==> src/rtl/an_ord_receiver_if.sv <==
// an_ord_receiver_if: decoded 8b/10b symbol stream feeding the AN ordered-set receiver
interface an_ord_receiver_if;
  logic       rx_valid;
  logic [7:0] rx_data;
  logic       rx_is_k;
  logic       rx_code_err;
  modport master (output rx_valid, rx_data, rx_is_k, rx_code_err);
  modport slave  (input  rx_valid, rx_data, rx_is_k, rx_code_err);
endinterface

==> src/rtl/an_ord_receiver.sv <==
// an_ord_receiver: parses /C1/,/C2/,/I1/,/I2/ sets into config word and AN match qualifiers.
// Defining AN_RX_ERRCNT_EN builds the saturating error counter; otherwise err_count is tied to 0.
module an_ord_receiver #(
  parameter int MATCH_COUNT = 3,
  parameter int IDLE_COUNT  = 3,
  parameter int ERR_CNT_W   = 8
) (
  input  logic                 sgmii_clk_in,
  input  logic                 reset_n,
  an_ord_receiver_if.slave     rx,
  output logic [15:0]          cfg_word,
  output logic                 cfg_valid,
  output logic                 ability_match,
  output logic                 ack_match,
  output logic                 idle_match,
  output logic                 link_up,
  output logic                 duplex,
  output logic [1:0]           speed,
  output logic [ERR_CNT_W-1:0] err_count
);
  typedef enum logic [1:0] {HUNT, COMMA, CFG_LO, CFG_HI} state_t;
  localparam int MW = $clog2(MATCH_COUNT + 1);
  localparam int IW = $clog2(IDLE_COUNT + 1);
  localparam logic [MW-1:0] MC = MW'(MATCH_COUNT);
  localparam logic [IW-1:0] IC = IW'(IDLE_COUNT);
  state_t state_q, state_d;
  logic [7:0] lo_q, lo_d;
  logic [15:0] cfg_word_q, cfg_word_d;
  logic [MW-1:0] match_cnt_q, match_cnt_d, ack_cnt_q, ack_cnt_d;
  logic [IW-1:0] idle_cnt_q, idle_cnt_d;
  logic cfg_valid_q, cfg_valid_d, ability_q, ability_d, ack_q, ack_d, idle_q, idle_d;
  logic link_up_q, link_up_d, duplex_q, duplex_d;
  logic [1:0] speed_q, speed_d;
  logic k28_5, is_c, is_i, cfg_ev, idle_ev, same;
  logic [15:0] word_new;
  assign k28_5    = rx.rx_is_k && rx.rx_data == 8'hBC;
  assign is_c     = !rx.rx_is_k && (rx.rx_data == 8'hB5 || rx.rx_data == 8'h42);
  assign is_i     = !rx.rx_is_k && (rx.rx_data == 8'hC5 || rx.rx_data == 8'h50);
  assign word_new = {rx.rx_data, lo_q};
  // a zero match count means no reference word, so the next word always restarts at 1
  assign same = match_cnt_q != '0 && (word_new & 16'hBFFF) == (cfg_word_q & 16'hBFFF);
  always_comb begin
    state_d     = state_q;
    lo_d        = lo_q;
    cfg_word_d  = cfg_word_q;
    match_cnt_d = match_cnt_q;
    ack_cnt_d   = ack_cnt_q;
    idle_cnt_d  = idle_cnt_q;
    link_up_d   = link_up_q;
    duplex_d    = duplex_q;
    speed_d     = speed_q;
    cfg_valid_d = 1'b0;
    cfg_ev      = 1'b0;
    idle_ev     = 1'b0;
    if (rx.rx_valid && rx.rx_code_err) begin
      state_d     = HUNT;
      match_cnt_d = '0;
      ack_cnt_d   = '0;
      idle_cnt_d  = '0;
    end else if (rx.rx_valid) begin
      case (state_q)
        HUNT:   state_d = k28_5 ? COMMA : HUNT;
        COMMA: begin
          state_d = is_c ? CFG_LO : k28_5 ? COMMA : HUNT;
          idle_ev = is_i;
        end
        CFG_LO: begin
          state_d = k28_5 ? COMMA : rx.rx_is_k ? HUNT : CFG_HI;
          lo_d    = rx.rx_is_k ? lo_q : rx.rx_data;
        end
        CFG_HI: begin
          state_d = k28_5 ? COMMA : HUNT;
          cfg_ev  = !rx.rx_is_k;
        end
      endcase
    end
    if (cfg_ev) begin
      cfg_word_d  = word_new;
      cfg_valid_d = 1'b1;
      idle_cnt_d  = '0;
      match_cnt_d = !same ? MW'(1) : match_cnt_q == MC ? MC : match_cnt_q + 1'b1;
      ack_cnt_d   = !word_new[14] ? '0 : !same ? MW'(1) : ack_cnt_q == MC ? MC : ack_cnt_q + 1'b1;
    end
    if (idle_ev) begin
      idle_cnt_d  = idle_cnt_q == IC ? IC : idle_cnt_q + 1'b1;
      match_cnt_d = '0;
      ack_cnt_d   = '0;
    end
    ability_d = match_cnt_d == MC;
    ack_d     = ability_d && ack_cnt_d == MC;
    idle_d    = idle_cnt_d == IC;
    if (cfg_ev && ability_d) begin
      link_up_d = word_new[15];
      duplex_d  = word_new[12];
      speed_d   = word_new[11:10];
    end
  end
  always_ff @(posedge sgmii_clk_in or negedge reset_n) begin
    if (!reset_n) begin
      state_q     <= HUNT;
      lo_q        <= '0;
      cfg_word_q  <= '0;
      match_cnt_q <= '0;
      ack_cnt_q   <= '0;
      idle_cnt_q  <= '0;
      cfg_valid_q <= 1'b0;
      ability_q   <= 1'b0;
      ack_q       <= 1'b0;
      idle_q      <= 1'b0;
      link_up_q   <= 1'b0;
      duplex_q    <= 1'b0;
      speed_q     <= 2'b00;
    end else begin
      state_q     <= state_d;
      lo_q        <= lo_d;
      cfg_word_q  <= cfg_word_d;
      match_cnt_q <= match_cnt_d;
      ack_cnt_q   <= ack_cnt_d;
      idle_cnt_q  <= idle_cnt_d;
      cfg_valid_q <= cfg_valid_d;
      ability_q   <= ability_d;
      ack_q       <= ack_d;
      idle_q      <= idle_d;
      link_up_q   <= link_up_d;
      duplex_q    <= duplex_d;
      speed_q     <= speed_d;
    end
  end
  assign cfg_word      = cfg_word_q;
  assign cfg_valid     = cfg_valid_q;
  assign ability_match = ability_q;
  assign ack_match     = ack_q;
  assign idle_match    = idle_q;
  assign link_up       = link_up_q;
  assign duplex        = duplex_q;
  assign speed         = speed_q;
`ifdef AN_RX_ERRCNT_EN
  logic err_ev;
  logic [ERR_CNT_W-1:0] err_q, err_d;
  assign err_ev = rx.rx_valid && (rx.rx_code_err ||
                  (state_q == COMMA && !is_c && !is_i) ||
                  ((state_q == CFG_LO || state_q == CFG_HI) && rx.rx_is_k));
  always_comb err_d = (err_ev && err_q != '1) ? err_q + 1'b1 : err_q;
  always_ff @(posedge sgmii_clk_in or negedge reset_n) begin
    if (!reset_n) err_q <= '0;
    else err_q <= err_d;
  end
  assign err_count = err_q;
`else
  assign err_count = '0;
`endif
endmodule
==> src/flat_wrapper.sv <==
// flat-port wrapper written by rule: the top's interface ports become plain ports
module an_ord_receiver_flat 
#(
  parameter int MATCH_COUNT = 3,
  parameter int IDLE_COUNT  = 3,
  parameter int ERR_CNT_W   = 8
)
  (sgmii_clk_in, reset_n, cfg_word, cfg_valid, ability_match, ack_match, idle_match, link_up, duplex, speed, err_count, rx_rx_valid, rx_rx_data, rx_rx_is_k, rx_rx_code_err);
  an_ord_receiver_if rx_i ();
  input  logic sgmii_clk_in;
  input  logic reset_n;
  output logic [15:0] cfg_word;
  output logic cfg_valid;
  output logic ability_match;
  output logic ack_match;
  output logic idle_match;
  output logic link_up;
  output logic duplex;
  output logic [1:0] speed;
  output logic [ERR_CNT_W-1:0] err_count;
  input wire logic [$bits(rx_i.rx_valid)-1:0] rx_rx_valid;
  input wire logic [$bits(rx_i.rx_data)-1:0] rx_rx_data;
  input wire logic [$bits(rx_i.rx_is_k)-1:0] rx_rx_is_k;
  input wire logic [$bits(rx_i.rx_code_err)-1:0] rx_rx_code_err;
  assign rx_i.rx_valid = rx_rx_valid;
  assign rx_i.rx_data = rx_rx_data;
  assign rx_i.rx_is_k = rx_rx_is_k;
  assign rx_i.rx_code_err = rx_rx_code_err;
  an_ord_receiver #(.MATCH_COUNT(MATCH_COUNT), .IDLE_COUNT(IDLE_COUNT), .ERR_CNT_W(ERR_CNT_W)) u_core (.sgmii_clk_in(sgmii_clk_in), .reset_n(reset_n), .rx(rx_i), .cfg_word(cfg_word), .cfg_valid(cfg_valid), .ability_match(ability_match), .ack_match(ack_match), .idle_match(idle_match), .link_up(link_up), .duplex(duplex), .speed(speed), .err_count(err_count));
endmodule
==> config.mk <==
export PLATFORM = sky130hd
export DESIGN_NAME = an_ord_receiver_flat
export DESIGN_NICKNAME = d
export VERILOG_FILES = /design/src/rtl/an_ord_receiver_if.sv /design/src/rtl/an_ord_receiver.sv /design/src/flat_wrapper.sv
export SDC_FILE = /design/constraint.sdc
export NUM_CORES = 1
export LEC_CHECK = 0
export ABC_CLOCK_PERIOD_IN_PS = 2990
export BUFFER_PORTS_ARGS = -buffer_cell sky130_fd_sc_hd__buf_2
export CORE_AREA = 2 2 70 72
export CTS_CLUSTER_DIAMETER = 40
export CTS_CLUSTER_SIZE = 14
export DETAILED_ROUTE_END_ITERATION = 10
export DIE_AREA = 0 0 72 74
export GPL_ROUTABILITY_DRIVEN = 0
export PLACE_DENSITY_LB_ADDON = 0.3
export SETUP_SLACK_MARGIN = 0.3
export SLEW_MARGIN = 5
export SYNTH_ARGS = -nofsm -noshare
export SYNTH_HDL_FRONTEND = slang
export SYNTH_SLANG_ARGS = --single-unit
==> constraint.sdc <==
create_clock -name sgmii_clk_in -period 2.99 [get_ports sgmii_clk_in]
set_clock_uncertainty 0.2 [all_clocks]
set_input_delay 0.299 -clock sgmii_clk_in [delete_from_list [all_inputs] [get_ports sgmii_clk_in]]
set_output_delay 0.299 -clock sgmii_clk_in [all_outputs]
set_load 0.005 [all_outputs]
==> results of run 1 <==
-- worst min path at each step --
| stage | startpoint | to | slack [ns] |
|---|---|---|---|
| final | rx_rx_data[0] | u_core.cfg_word[8] | 0.09 |
| after global routing | rx_rx_data[7] | u_core.cfg_word[15] | 0.1 |
| after CTS | rx_rx_data[0] | u_core.cfg_word[8] | 0.08 |
| after detailed placement | u_core.cfg_word[14] | u_core.cfg_word[14] | 0.27 |
| after global placement | u_core.cfg_word[14] | u_core.cfg_word[14] | 0.26 |
| after floorplan | reset_n | u_core.ability_match | -0.20 |
-- report_power, final --
| group | total [mW] | internal (mW) | switching [mW] |
|---|---|---|---|
| registers | 0.554 | 0.548 | 0.00638 |
| logic | 0.0599 | 0.0221 | 0.0378 |
| clock network | 0.364 | 0.184 | 0.180 |
| total | 0.979 | 0.754 | 0.225 |
-- critical path, stage by stage, from the launching register on --
cell and delay [ns]:
dfrtp_1 0.41, xor2_1 0.17, nor4_1 0.39, nand4_1 0.36
nor4_4 0.48, mux2_1 0.37
-- layer usage --
layer / up-vias / wire length [um] / part of all wire [%]
li1: 727 / - / -
met1: 705 / 1940 / 47
met2: 33 / 1930 / 47
met3: 4 / 183 / 4.5
met4: 0 / 32 / 0.78
met5: - / 0 / 0
-- through the flow --
stage,area [um^2],util [%],setup WS (ns)
2_1_floorplan,2020,-,0.848
3_3_place_gp,2200,47.8,0.460
3_5_place_dp,2200,47.8,0.463
4_1_cts,2300,50.0,0.469
5_1_grt,2300,50.0,0.370
6_report,2300,50.0,0.509
-- layout by cell type, fill, tap and decap left out, drive strengths merged, types with 2 or more instances in the layout --
cell type | netlist | final
ha | 4 | 4
o21bai | 2 | 2
nand3 | 2 | 2
nor4bb | 3 | 3
clkbuf | 3 | 6
xor2 | 15 | 15
a21oi | 4 | 4
a221oi | 2 | 2
nor4 | 6 | 6
o21ai | 5 | 5
mux2 | 13 | 13
clkinv | 0 | 2
buf | 10 | 37
nor2 | 6 | 6
nand2 | 53 | 53
conb | 1 | 8
dfrtp | 40 | 40
inv | 9 | 9
-- area by class of cell --
class	instances	area, um^2	area share, %
clock buffer	6	82.6	3.59
clock inverter	2	10.0	0.435
inverter	9	33.8	1.47
multi-input combinational	141	906	39.4
sequential	40	1000	43.5
tap	54	67.6	2.94
timing repair buffer	38	198	8.60
-- kinds of logic after synthesis --
group           share of synthesized area (%)
fa+ha+maj                                2.51
simple gates                             20.2
compound gates                           7.28
xor+xnor                                 6.59
flops                                    50.2
mux                                      7.34
other cells                             0.188
buf+inv                                  5.71
-- sequential cells by signal, summed over array words and instances, names as in the netlist --
name / flops
u_core.cfg_word: 16
u_core.lo_q: 8
u_core.ack_cnt_q: 2
u_core.idle_cnt_q: 2
u_core.match_cnt_q: 2
u_core.speed: 2
u_core.state_q: 2
u_core.ability_match: 1
u_core.ack_match: 1
u_core.cfg_valid: 1
u_core.duplex: 1
u_core.idle_match: 1
u_core.link_up: 1
==> flow_metrics.py, run 1 <==
metrics = {
    "setup_path": {
        "reg2reg_setup_slack_ns": 0.51,
        "critical_path_arrival_ns": 2.45,
        "worst-r2r-cell-count": 5,
        "reg2reg_from": "u_core.cfg_word[7]",
        "crit_end": "u_core.link_up",
        "crit_type": "reg -> reg",
        "crit_required_ns": 2.96,
        "cp-end-kind": "flip-flop",
        "worstSetupStartpoint": "u_core.cfg_word[7]",
        "crit_path_start_kind": "flip-flop",
        "worst-path-max-fanout": 5,
        "reg2reg_to": "u_core.link_up",
    },
    "global_route": {
        "globalRoute.busiestLayer": "met2",
        "global_route.overflow_total": 0,
        "grt.met1_usage_pct": 22.4,
        "global_route_wire_length_before_repair_mm": 6.90,
        "groute.layer.met2.usage_pct": 28.5,
        "grtUsageMet3_pct": 4.47,
        "grt_max_degree": 41,
        "number_of_antenna_violations_at_the_first_check_in_global_routing": 0,
        "global_route.usage.total_pct": 17.2,
        "grt_pass1_vias": 1413,
    },
    "clocking": {
        "number_of_hold_buffers_added_after_cts": 1,
        "clock_insertion_delay_worst_skew_ns": 0.29,
        "cts.repair.resized": 0,
        "cts.htree.levels": 2,
        "cts_made_buffers": 5,
        "path_clk_slew_ns": 0.08,
        "clock-sinks": 40,
        "cts_max_path_bufs": 2,
        "postCtsSetupBuffers": 0,
        "cts_tree": "built",
        "cts.root.buffer_cell": "clkbuf_8",
    },
    "logic_synthesis": {
        "yosys.cell_count.top_type": "nand2_1",
        "netlist.top_cell.by_area": "dfrtp_1",
        "synth_largest_type_area_fraction_pct": 50.2,
        "share_of_flip_flops_with_an_asynchronous_set_or_reset_pct": 100,
        "synthesis.instances": 196,
        "synthDistinctLibCells": 43,
        "postSynthAreaPerCell_um2": 10.2,
        "synthFlopType": "dfrtp_1",
        "synth_top_cells_by_count": "nand2_1, dfrtp_1, xor2_1, mux2_2",
        "syn-cell-area_um2": 1990,
        "postSynthRegisterBits": 40,
        "yosys_warnings": 0,
        "synth.area.top_cells": "dfrtp_1, nand2_1, xor2_1",
        "synth_edf_count": 0,
        "post_synthesis_sequential_area_ratio_pct": 50.2,
    },
    "detailed_routing": {
        "drt_drc_violations_left": 0,
        "detail_route.first_pass.iterations": 4,
        "wl_per_cell_um": 14.1,
        "initialDrtViolationCount": 72,
        "wirelength_mm": 4.09,
        "route.detailed.vias_per_inst": 5.07,
        "route.vias.total": 1469,
        "ant_nets": 0,
    },
    "timing": {
        "finalWorstPathRequiredPeriod_ns": 2.48,
        "rsz0062_at_grt": "false",
        "final_hold_slack_ns": 0.0876,
        "finalSetupViolCount": 0,
        "relative_slew_margins_pct": 40.6,
        "final_hold_viol_count": 0,
        "max_freq_ghz": 0.403,
        "setup_total_negative_slack_ns": 0,
        "timing_max_transition_violations_final": 0,
        "timing_worst_slew_pin_value_ns": 0.891,
        "finalCritPeriodShare_pct": 83.0,
    },
    "die": {
        "floorplan.die_area_um2": 5330,
        "pin_count": 45,
        "die_w_um": 72,
        "die-height_um": 74,
        "placeableCoreArea_um2": 4600,
        "core.rowCount": 25,
        "floorplan.initialDensity_pct": 43.4,
    },
    "final_layout": {
        "final_nets": 252,
        "fillerInstances": 462,
        "diodes": 0,
        "drive_above_1_share_pct": 25.4,
        "syn2layout_area_growth_pct": 15.2,
        "non_filler_instances": 290,
    },
    "pwr": {
        "leakage_power_figure_nw": 1.31,
        "ir_worst_vdd_uv": 348,
        "design_power_mw": 0.979,
        "pwr_density_cell_nw_per_um2": 426,
    },
    "hold_path": {
        "hold-path-cell-count": 3,
        "holdCritPathClass": "in -> reg",
    },
    "place": {
        "place.detailed.instances": 281,
        "post-dp-hpwl_mm": 2.94,
        "io_buffer_count": 36,
    },
    "flow_run": {
        "drv.max_cap_violation_count": 0,
    },
    "outcome": {
        "result_of_the_run": "complete, no violations",
    },
}
Note: power is estimated with default switching activity, not from simulation.
==> inputs of run 2 (changes only) <==
Settings changed: ABC_CLOCK_PERIOD_IN_PS 2990 to 2100.
Clock period 2.99 ns to 2.1 ns, I/O delays scaled along.
==> flow_metrics.py, run 2 (synthesis results as in run 1) <==
metrics = {
    "outcome": {
        "result_of_the_run": "finished, violations left",
        "violated_checks": "setup timing",
    },
    "timing": {
        "finalCritPeriodShare_pct": 103,
        "timing_worst_slew_pin_value_ns": 0.510,
        "final_hold_viol_count": 0,
        "max_freq_ghz": 0.462,
        "finalSetupViolCount": 4,
        "rsz0062_at_grt": "true",
        "finalWorstPathRequiredPeriod_ns": 2.16,
        "final_hold_slack_ns": 0.0136,
        "setup_ws_ns": -0.0646,
        "timing_max_transition_violations_final": 0,
        "relative_slew_margins_pct": 66.0,
    },
    "clocking": {
        "cts_max_path_bufs": 2,
        "cts_made_buffers": 5,
        "cts.htree.levels": 2,
        "cts_tree": "built",
        "clock_insertion_delay_worst_skew_ns": 0.29,
        "cts.root.buffer_cell": "clkbuf_8",
        "clock-sinks": 40,
        "path_clk_slew_ns": 0.08,
    },
    "pwr": {
        "ir_worst_vdd_uv": 410,
        "power.clock.fraction_pct": 39.8,
        "net_switching_fraction_of_the_power_pct": 22.0,
        "power.net_switching_mw": 0.339,
        "leakage_power_figure_nw": 1.62,
        "pwr_density_cell_nw_per_um2": 527,
        "intPower_mw": 1.20,
        "p_seq_share_pct": 51.0,
        "combinational_share_of_power_pct": 9.2,
    },
    "global_route": {
        "grt.met1_usage_pct": 24.9,
        "globalRoute.busiestLayer": "met2",
        "groute.layer.met2.usage_pct": 32.4,
        "grt_max_degree": 22,
        "grt_pass1_vias": 1693,
        "global_route.usage.total_pct": 19.3,
        "grtUsageMet3_pct": 4.47,
        "global_route_wire_length_before_repair_mm": 7.80,
        "global_route.overflow_total": 0,
        "number_of_antenna_violations_at_the_first_check_in_global_routing": 0,
    },
    "die": {
        "pin_count": 45,
        "die-height_um": 74,
        "core.rowCount": 25,
        "die_w_um": 72,
        "placeableCoreArea_um2": 4600,
        "floorplan.die_area_um2": 5330,
        "floorplan.initialDensity_pct": 43.4,
    },
    "detailed_routing": {
        "ant_nets": 0,
        "route.vias.total": 1703,
        "detail_route.first_pass.iterations": 4,
        "drt_drc_violations_left": 0,
        "initialDrtViolationCount": 57,
        "route.detailed.vias_per_inst": 4.91,
        "wirelength_mm": 4.74,
        "wl_per_cell_um": 13.7,
    },
    "flow_run": {
        "drv.max_cap_violation_count": 0,
    },
    "place": {
        "io_buffer_count": 36,
        "post-dp-hpwl_mm": 3.36,
        "place.detailed.instances": 326,
        "dp_worst_setup_slack_ns": -0.190,
    },
    "final_layout": {
        "final_nets": 309,
        "leading_cell_type_in_the_layout_fill_and_taps_excluded": "nand2_1",
        "fillerInstances": 404,
        "diodes": 0,
        "most-common-layout-cells": "nand2_1, buf_4, dfrtp_1, buf_2, xor2_1",
        "non_filler_instances": 347,
        "drive_above_1_share_pct": 46.1,
        "flip_flop_count_of_the_largest_register_after_layout": 16,
        "syn2layout_area_growth_pct": 46.7,
    },
    "setup_path": {
        "cp-end-kind": "flip-flop",
        "crit_type": "reg -> reg",
        "worst-path-max-fanout": 4,
        "crit_required_ns": 2.07,
        "crit_path_start_kind": "flip-flop",
        "critical_path_arrival_ns": 2.14,
    },
    "hold_path": {
        "holdCritPathClass": "in -> reg",
    },
}
## run 2: cell types whose count changed in the layout (fill, tap and decap cells not counted), moves of 3 or more
cell           delta
ha_2              +3
nor4_1            -3
dlygate4sd3_1     +4
ha_1              -3
mux2_4            +6
nor4_2            +3
mux2_1            -4
buf_6             +6
buf_4            +45
## run 2: stage by stage
stage	util, %	TNS, ns	total power [mW]	instance area [um^2]
floorplan	-	-0.113	0.851	2030
global placement	55.6	-1.06	0.925	2560
detailed placement	55.6	-1.21	0.927	2560
CTS	61.7	-0.318	1.56	2840
global route	63.6	-0.728	1.61	2930
finish	63.6	-0.241	1.54	2930
## run 2: worst paths after layout
path / startpoint / to / slack (ns) / cells past startpoint
min: rx_rx_data[5] / u_core.cfg_word[13] / 0.01 / 3
min reg2reg: u_core.cfg_word[14] / u_core.cfg_word[14] / 0.28 / 2
max reg2reg: u_core.lo_q[3] / u_core.link_up / -0.06 / 7
max: u_core.lo_q[3] / u_core.link_up / -0.06 / 7
min in group asynchronous: reset_n / u_core.ack_cnt_q[1] / 0.22 / 2
max in group asynchronous: reset_n / u_core.lo_q[2] / 1.00 / 3
## run 2: routing by layer
metal	wire length, um	part of all wire, %
met4	57	1.2
met5	0	0
met3	173	3.6
met2	2410	51
met1	2100	44
## run 2: layout make-up
cell class              instances  area (um^2)  area share [%]
repair buffers                 95          678            23.2
inverters                       9         33.8            1.15
clock buffers                   6         72.6            2.48
well taps                      54         67.6            2.31
multi-input cells             141         1040            35.5
clock inverters                 2         35.0            1.20
flip-flops and latches         40         1000            34.2
## run 2: critical path: stages, from the launching register on
cell,delay (ns)
dfrtp_1,0.40
xor2_1,0.17
nor4_2,0.31
nand4_1,0.18
buf_4,0.19
nor4_4,0.13
buf_6,0.16
mux2_4,0.29
## run 2: timing repair
action	4_1_cts	5_1_grt
gates resized for setup	17	19
hold endpoints to repair	23	0
setup endpoints to repair	10	22
hold buffers	5	0
pin swaps	7	6
buffers inserted	5	3
## run 2: power by group through the flow
stage | logic [mW] | clock network [mW] | registers, mW
after floorplan | 0.0483 | 0 | 0.803
after global placement | 0.123 | 0 | 0.802
after detailed placement | 0.125 | 0 | 0.802
after CTS | 0.137 | 0.633 | 0.787
after global routing | 0.156 | 0.667 | 0.788
final | 0.142 | 0.614 | 0.787
==> inputs of run 3 (changes only) <==
Settings changed: CTS_BUF_LIST set to sky130_fd_sc_hd__clkbuf_4 sky130_fd_sc_hd__clkbuf_8.
==> flow_metrics.py, run 3 (synthesis results as in run 1) <==
metrics = {
    "die": {
        "core.rowCount": 25,
        "die_w_um": 72,
        "floorplan.die_area_um2": 5330,
        "pin_count": 45,
        "placeableCoreArea_um2": 4600,
        "die-height_um": 74,
        "floorplan.initialDensity_pct": 43.4,
    },
    "detailed_routing": {
        "wl_per_cell_um": 13.7,
        "route.detailed.vias_per_inst": 4.93,
        "initialDrtViolationCount": 57,
        "wirelength_mm": 4.74,
        "detail_route.first_pass.iterations": 4,
        "route.vias.total": 1709,
        "ant_nets": 0,
        "drt_drc_violations_left": 0,
    },
    "final_layout": {
        "utilization_pct": 63.7,
        "fillerInstances": 404,
        "total_area_of_multi_input_combinational_cells_um2": 1040,
        "flip_flop_count_of_the_largest_register_after_layout": 16,
        "diodes": 0,
        "non_filler_instances": 347,
        "syn2layout_area_growth_pct": 46.9,
        "drive_above_1_share_pct": 46.4,
        "most-common-layout-cells": "nand2_1, buf_4, dfrtp_1, buf_2, xor2_1",
        "ff_latch_area_um2": 1000,
        "final_nets": 309,
        "leading_cell_type_in_the_layout_fill_and_taps_excluded": "nand2_1",
    },
    "clocking": {
        "cts_tree": "built",
        "path_clk_slew_ns": 0.08,
        "cts_made_buffers": 5,
        "cts.root.buffer_cell": "clkbuf_8",
        "cts_max_path_bufs": 2,
        "clock_insertion_delay_worst_skew_ns": 0.29,
        "clock-sinks": 40,
        "cts.htree.levels": 2,
    },
    "setup_path": {
        "critical_path_arrival_ns": 2.14,
        "reg2reg_from": "u_core.lo_q[3]",
        "crit_type": "reg -> reg",
        "crit_path_start_kind": "flip-flop",
        "worst-path-max-fanout": 4,
        "worst-r2r-cell-count": 7,
        "reg2reg_setup_slack_ns": -0.07,
        "crit_required_ns": 2.07,
        "reg2reg_to": "u_core.link_up",
        "cp-end-kind": "flip-flop",
    },
    "pwr": {
        "ir_worst_vdd_uv": 410,
        "design_power_mw": 1.56,
        "pwr_density_cell_nw_per_um2": 531,
        "leakage_power_figure_nw": 1.63,
    },
    "global_route": {
        "grt_max_degree": 22,
        "number_of_antenna_violations_at_the_first_check_in_global_routing": 0,
        "grt_pass1_vias": 1693,
        "global_route.usage.total_pct": 19.3,
        "global_route.overflow_total": 0,
        "global_route_wire_length_before_repair_mm": 7.80,
    },
    "place": {
        "post-dp-hpwl_mm": 3.36,
        "place.detailed.instances": 326,
        "io_buffer_count": 36,
    },
    "timing": {
        "finalSetupViolCount": 4,
        "setup_ws_ns": -0.0674,
        "setup_total_negative_slack_ns": -0.251,
        "finalCritPeriodShare_pct": 103,
        "rsz0062_at_grt": "true",
        "finalWorstPathRequiredPeriod_ns": 2.17,
        "final_hold_viol_count": 0,
        "timing_max_transition_violations_final": 0,
        "max_freq_ghz": 0.461,
        "timing_worst_slew_pin_value_ns": 0.510,
        "final_hold_slack_ns": 0.0124,
        "relative_slew_margins_pct": 66.0,
    },
    "hold_path": {
        "holdCritPathClass": "in -> reg",
        "hold-path-cell-count": 3,
        "worst_hold_startpoint": "rx_rx_data[5]",
        "hold_path_end": "u_core.cfg_word[13]",
    },
    "outcome": {
        "result_of_the_run": "finished, violations left",
        "violated_checks": "setup timing",
    },
    "flow_run": {
        "drv.max_cap_violation_count": 0,
    },
}
-- run 3: how the worst max path moves through the flow --
| stage | endpoint | from | slack [ns] | cells past startpoint |
|---|---|---|---|---|
| after CTS | u_core.link_up | u_core.cfg_word[8] | -0.07 | 6 |
| after detailed placement | u_core.speed[1] | u_core.cfg_word[4] | -0.19 | 5 |
| final | u_core.link_up | u_core.lo_q[3] | -0.07 | 7 |
| after global placement | u_core.speed[0] | u_core.cfg_word[4] | -0.17 | 5 |
| after global routing | u_core.duplex | u_core.lo_q[3] | -0.16 | 7 |
| after floorplan | u_core.duplex | u_core.cfg_word[4] | -0.03 | 5 |
-- run 3: per-layer routing --
| layer | part of all wire [%] | up-vias | GRT usage [%] | wire length, um |
|---|---|---|---|---|
| li1 | - | 841 | - | - |
| met1 | 44 | 827 | 24.9 | 2110 |
| met2 | 51 | 35 | 32.4 | 2410 |
| met3 | 3.6 | 6 | 4.47 | 171 |
| met4 | 1.2 | 0 | 6.71 | 55 |
| met5 | 0 | - | 0 | 0 |
-- run 3: worst max-delay path, stage by stage (launching register included) --
cell	delay, ns
dfrtp_1	0.40
xor2_1	0.17
nor4_2	0.31
nand4_1	0.19
buf_4	0.19
nor4_4	0.13
buf_6	0.16
mux2_4	0.29
-- run 3: per-stage QoR --
| stage | cell area, um^2 | worst slack, ns |
|---|---|---|
| 6_report | 2930 | -0.0674 |
| 3_3_place_gp | 2560 | -0.168 |
| 4_1_cts | 2840 | -0.0669 |
| 3_5_place_dp | 2560 | -0.190 |
| 2_1_floorplan | 2030 | -0.0283 |
| 5_1_grt | 2930 | -0.158 |
-- run 3: final cells by class --
type | count | area share (%)
clock buffers | 6 | 2.61
repair buffers | 95 | 23.2
multi-input cells | 141 | 35.4
well taps | 54 | 2.31
inverters | 9 | 1.15
flip-flops and latches | 40 | 34.2
clock inverters | 2 | 1.20
-- run 3: where the power goes --
part	total, mW	internal [mW]	switching [mW]	leakage (nW)
clock network	0.627	0.366	0.261	0.0586
logic	0.141	0.0706	0.0708	1.01
registers	0.787	0.780	0.00713	0.557
-- run 3: what timing repair did --
item / 4_1_cts / 5_1_grt
pin swaps: 7 / 6
hold buffers: 5 / 0
gates resized for setup: 17 / 19
setup buffers: 5 / 3
endpoints found under the hold margin: 23 / 0
endpoints found under the setup margin: 10 / 22
